**src/rtl/operand_loader_if.sv**
```systemverilog
// Nibble-in / word-out stream bundle between the feeder side, the operand loader and the convolutor core.
interface operand_loader_if #(
  parameter int NIB_W  = 4,
  parameter int WORD_W = 12
);
  logic [NIB_W-1:0]  in_data;
  logic              in_valid;
  logic              in_ready;
  logic [WORD_W-1:0] out_data;
  logic              out_valid;
  logic              out_ready;

  modport master (
    output in_data, in_valid, out_ready,
    input  in_ready, out_data, out_valid
  );

  modport slave (
    input  in_data, in_valid, out_ready,
    output in_ready, out_data, out_valid
  );
endinterface

```
**src/rtl/operand_loader.sv**
```systemverilog
// Packs NIB_W-bit nibbles into WORD_W-bit operand words, with one word of holding buffer; out_valid from 2 cycles after the last nibble.
// Backpressure: in_ready depends only on registered state (asm_full) and clear, never combinationally on out_ready.
module operand_loader #(
  parameter int NIB_W  = 4,
  parameter int WORD_W = 12,
  parameter int CNT_W  = 8
) (
  input  logic             clk,
  input  logic             reset,
  input  logic             clear,
  operand_loader_if.slave  bus,
  output logic             busy,
  output logic [CNT_W-1:0] words_out
);
  localparam int NIBS = WORD_W / NIB_W;
  localparam int NC_W = (NIBS > 1) ? $clog2(NIBS) : 1;
  localparam logic [NC_W-1:0] LAST_NIB = NC_W'(NIBS - 1);

  logic [NC_W-1:0]   nib_cnt_q, nib_cnt_d;
  logic              asm_full_q, asm_full_d;
  logic [WORD_W-1:0] asm_q, asm_d;
  logic [WORD_W-1:0] hold_q, hold_d;
  logic              hold_valid_q, hold_valid_d;
  logic [CNT_W-1:0]  words_q, words_d;

  logic in_rdy;
  logic nib_acc;
  logic pop;
  logic xfer;

  assign in_rdy  = !asm_full_q && !clear;
  assign nib_acc = bus.in_valid && in_rdy;
  assign pop     = hold_valid_q && bus.out_ready;
  // Clear wins over a pending transfer, so a completed word in asm is dropped.
  assign xfer    = asm_full_q && !clear && (!hold_valid_q || pop);

  always_comb begin
    nib_cnt_d    = nib_cnt_q;
    asm_full_d   = asm_full_q;
    asm_d        = asm_q;
    hold_d       = hold_q;
    hold_valid_d = hold_valid_q;
    words_d      = words_q;

    if (nib_acc) begin
      for (int i = 0; i < NIBS; i++) begin
        if (nib_cnt_q == NC_W'(i)) begin
          asm_d[i*NIB_W +: NIB_W] = bus.in_data;
        end
      end
      if (nib_cnt_q == LAST_NIB) begin
        nib_cnt_d  = '0;
        asm_full_d = 1'b1;
      end else begin
        nib_cnt_d  = nib_cnt_q + NC_W'(1);
      end
    end

    if (clear) begin
      nib_cnt_d  = '0;
      asm_full_d = 1'b0;
    end

    if (xfer) begin
      hold_d       = asm_q;
      hold_valid_d = 1'b1;
      asm_full_d   = 1'b0;
    end else if (pop) begin
      hold_valid_d = 1'b0;
    end

    if (pop) begin
      words_d = words_q + CNT_W'(1);
    end
  end

  always_ff @(posedge clk or posedge reset) begin
    if (reset) begin
      nib_cnt_q    <= '0;
      asm_full_q   <= 1'b0;
      asm_q        <= '0;
      hold_q       <= '0;
      hold_valid_q <= 1'b0;
      words_q      <= '0;
    end else begin
      nib_cnt_q    <= nib_cnt_d;
      asm_full_q   <= asm_full_d;
      asm_q        <= asm_d;
      hold_q       <= hold_d;
      hold_valid_q <= hold_valid_d;
      words_q      <= words_d;
    end
  end

  assign bus.in_ready  = in_rdy;
  assign bus.out_valid = hold_valid_q;
  assign bus.out_data  = hold_q;
  assign busy          = (nib_cnt_q != '0) || asm_full_q || hold_valid_q;
  assign words_out     = words_q;
endmodule

```
**src/flat_wrapper.sv**
```systemverilog
// flat-port wrapper written by rule: the top's interface ports become plain ports
module operand_loader_flat 
#(
  parameter int NIB_W  = 4,
  parameter int WORD_W = 12,
  parameter int CNT_W  = 8
)
  (clk, reset, clear, busy, words_out, bus_in_data, bus_in_valid, bus_out_ready, bus_in_ready, bus_out_data, bus_out_valid);
  operand_loader_if #(.NIB_W(NIB_W), .WORD_W(WORD_W)) bus_i ();
  input  logic clk;
  input  logic reset;
  input  logic clear;
  output logic busy;
  output logic [CNT_W-1:0] words_out;
  input wire logic [$bits(bus_i.in_data)-1:0] bus_in_data;
  input wire logic [$bits(bus_i.in_valid)-1:0] bus_in_valid;
  input wire logic [$bits(bus_i.out_ready)-1:0] bus_out_ready;
  output wire logic [$bits(bus_i.in_ready)-1:0] bus_in_ready;
  output wire logic [$bits(bus_i.out_data)-1:0] bus_out_data;
  output wire logic [$bits(bus_i.out_valid)-1:0] bus_out_valid;
  assign bus_i.in_data = bus_in_data;
  assign bus_i.in_valid = bus_in_valid;
  assign bus_i.out_ready = bus_out_ready;
  assign bus_in_ready = bus_i.in_ready;
  assign bus_out_data = bus_i.out_data;
  assign bus_out_valid = bus_i.out_valid;
  operand_loader #(.NIB_W(NIB_W), .WORD_W(WORD_W), .CNT_W(CNT_W)) u_core (.clk(clk), .reset(reset), .clear(clear), .bus(bus_i), .busy(busy), .words_out(words_out));
endmodule
```
**config.mk**
```make
export PLATFORM = sky130hd
export DESIGN_NAME = operand_loader_flat
export DESIGN_NICKNAME = d
export VERILOG_FILES = /design/src/rtl/operand_loader_if.sv /design/src/rtl/operand_loader.sv /design/src/flat_wrapper.sv
export SDC_FILE = /design/constraint.sdc
export NUM_CORES = 1
export LEC_CHECK = 0
export BUFFER_PORTS_ARGS = -buffer_cell sky130_fd_sc_hd__buf_4
export CAP_MARGIN = 20
export CORE_MARGIN = 1.5
export CORE_UTILIZATION = 50
export CTS_CLUSTER_DIAMETER = 150
export DETAILED_ROUTE_END_ITERATION = 8
export GPL_ROUTABILITY_DRIVEN = 0
export PLACE_DENSITY = 0.8
export RECOVER_POWER = 50
export SETUP_SLACK_MARGIN = 0.3
export SYNTH_ARGS = -nofsm -noshare
export SYNTH_HDL_FRONTEND = slang
export SYNTH_SLANG_ARGS = --single-unit
export TNS_END_PERCENT = 5
```
**constraint.sdc**
```tcl
create_clock -name clk -period 1.6 [get_ports clk]
set_input_delay 0.08 -clock clk [delete_from_list [all_inputs] [get_ports clk]]
set_output_delay 0.08 -clock clk [all_outputs]
set_load 0.005 [all_outputs]
```
==> impl_metrics.yaml <==
synthesis:
  synth_seq_cells: 36
  yosysMostFrequentCell: "dfrtp_1"
  ys_seq_area_share_pct: 61.91
  synth.cell_area_sq_um: 1455
  yosysTopAreaCellShare_pct: 61.91
  syn-mean-instance-area_sq_um: 14.27
  synth_edf_count: 0
  syn_inst: 102
  synth.distinct_cells: 23
  synth_nets: 112
  synthArstFlopShare_pct: 100.0
  ys_top_cells_by_area: "dfrtp_1, mux2_2, xnor2_1, nand2_1, nand2b_4"
  ys_warn_count: 0
  synth.largest_area_cell: "dfrtp_1"
  ys_top_cells_by_count: "dfrtp_1, mux2_2, nand2_1"
  ys.flop_type: "dfrtp_1"
clock_network:
  cts_max_level: 2
  clock_path_buffers: 2
  clk_latency_ns: 0.34
  clock-sinks: 36
  cts_tree: "yes"
  cts_root_buf: "clkbuf_4"
  cts_buffers: 5
  cts.reportedPaths.clkPinSlew_ns: 0.10
routing:
  vias: 980
  drt_iter0_drc: 19
  wl_um: 2735
  drc: 0
  antenna_left: 0
  vias_per_cell: 5.444
  first_pass_iters: 4
  wl_per_cell_um: 15.19
grt:
  grt_pass1_vias: 1000
  grt_max_degree: 37
  grtUsageTotal_pct: 19.64
  antenna_found_initial: 0
  gr-total-overflow: 0
  grt_pass1_wl_um: 4733
worst_setup_path:
  crit_family: "flip-flops"
  worst-setup-path-type: "reg2reg"
  worstPathMaxFanout: 6
  crit_slowest_cell: "dfrtp_1"
  critPathLaunch: "u_core.asm_full_q"
  timing.rr.start: "u_core.asm_full_q"
  critPathLaunchType: "flip-flop"
  timing.reg2reg.worst_path_depth: 4
  cp_cell_sequence: "nor2_2, nand4b_1, buf_4, mux2_2"
  critPathArrivalTime_ns: 1.56
  required_ns: 1.83
  crit_path_end: "u_core.asm_q[4]"
  reg2reg_to: "u_core.asm_q[4]"
  critPathBufInv: 1
  setup.worst_path.end_class: "flip-flop"
  slowest_delay_ns: 0.48
  cp.depth: 4
  r2r_setup_slack_ns: 0.27
place:
  port-buffer-count: 31
  place_area_sq_um: 1723
  dp_hpwl_um: 1885
power:
  cellPowerDensity_nw_per_um2: 1087
  irDropWorstVdd_v: 0.001027
  leakagePower_uw: 0.0009650
floorplanning:
  die_area_sq_um: 3243
  rows: 19
  initial_core_util_pct: 52.77
  die_y_um: 56.95
  ioPinCount: 32
  die_w_um: 56.95
  coreArea_sq_um: 2758
timing:
  finalMaxSlewViolations: 0
  setup_tns_ns: 0
  rsz0062_at_grt: "yes"
  finalHoldViolCount: 0
  slew_headroom_pct: 42.81
  setup_violations: 0
  finClkSkew_ns: 0.002567
  max_freq_ghz: 0.7503
  fin_crit_ns: 1.333
  fin_crit_sh_pct: 83.31
  tightest_slew_ns: 0.8579
final_layout:
  fin_nets: 158
  fin_util_pct: 68.24
  syn2layout_area_growth_pct: 29.32
  diodes: 0
  drive_gt1_share_pct: 47.65
  fin_area_sq_um: 1882
flow_run:
  cap_violations: 0
min_path:
  hp-class: "in2reg"
outcome:
  status: "complete, no violations"
## final cells by class
type,instances,area [sq um]
sequential,36,902.1
fill,192,875.8
multi-input combinational,64,548.0
timing repair buffer,40,312.8
clock buffer,6,41.29
tap,31,38.79
clock inverter,2,35.03
inverter,1,3.754
## layout by cell type, fill, tap and decap left out, types with 2 or more instances in the layout
cell type      count
xor2_1             2
nand2_1            9
dfrtp_1           35
nand2b_4           2
nor2_1             4
mux2_2            25
nand2b_1           2
dlygate4sd3_1      6
a21oi_1            2
buf_4             23
clkbuf_4          15
xnor2_1            5
## kinds of logic (layout without fill, tap and decap cells)
group / after synthesis / after routing / share of synthesized area (%)
adders and majority gates: 1 / 1 / 0.8597
and+or+nand+nor: 28 / 28 / 11.61
buffers and inverters: 2 / 49 / 1.032
AOI/OAI and AO/OA: 3 / 3 / 1.032
DFF: 36 / 36 / 61.91
xor gates and xnor gates: 7 / 7 / 4.213
muxes: 25 / 25 / 19.35
## through the flow
stage / worst slack, ns / instances / hold WS (ns) / total power, uW
CTS: 0.2539 / 179 / 0.04970 / 2068
global placement: 0.3014 / 164 / 0.2040 / 1421
global route: 0.1819 / 180 / 0.06411 / 2164
detailed placement: 0.1839 / 164 / 0.2110 / 1444
floorplan: 0.3948 / 102 / 0.1431 / 1280
finish: 0.2671 / 180 / 0.06268 / 2046
## flip-flops by register name, indices dropped and copies added (netlist names)
| register | cells |
|---|---|
| u_core.nib_cnt_q | 2 |
| u_core.bus.out_valid | 1 |
| u_core.asm_q | 12 |
| u_core.asm_full_q | 1 |
| u_core.words_out | 8 |
| u_core.bus.out_data | 12 |
## repair_timing
item                                    4_1_cts  5_1_grt
hold buffers                                  6        0
resized for setup                             1        2
endpoints found under the hold margin        50        0
setup buffers                                 1        1
endpoints found under the setup margin       14       25
pin swaps                                     2        1
## power breakdown
group	internal, uW	switching [uW]
sequential	1040	80.1
clock	327	285
combinational	203	107
total	1570	472
## worst min-delay path by stage
stage                      endpoint     startpoint  cells past startpoint  slack, ns
2_1_floorplan   u_core.nib_cnt_q[0]          clear                      1       0.14
3_3_place_gp    u_core.words_out[7]          reset                      3       0.20
3_5_place_dp    u_core.words_out[7]          reset                      3       0.21
4_1_cts        u_core.bus.out_valid          clear                      3       0.05
5_1_grt         u_core.words_out[0]  bus_out_ready                      3       0.06
6_report        u_core.words_out[0]  bus_out_ready                      3       0.06
## metal layers
layer  track usage [%]  up-vias  wire length [um]
met3             4.989        4               184
met2             31.53       40              1353
met5                 0        -                 0
met1             24.20      489              1147
li1                  -      447                 -
met4             11.30        0                48
## tightest hold or removal path, delay by kind of cell
family        cells  cell delay, ns
buf+inv           1            0.13
simple gates      1            0.10
xor+xnor          1            0.07
Note: power is estimated with default switching activity, not from simulation.
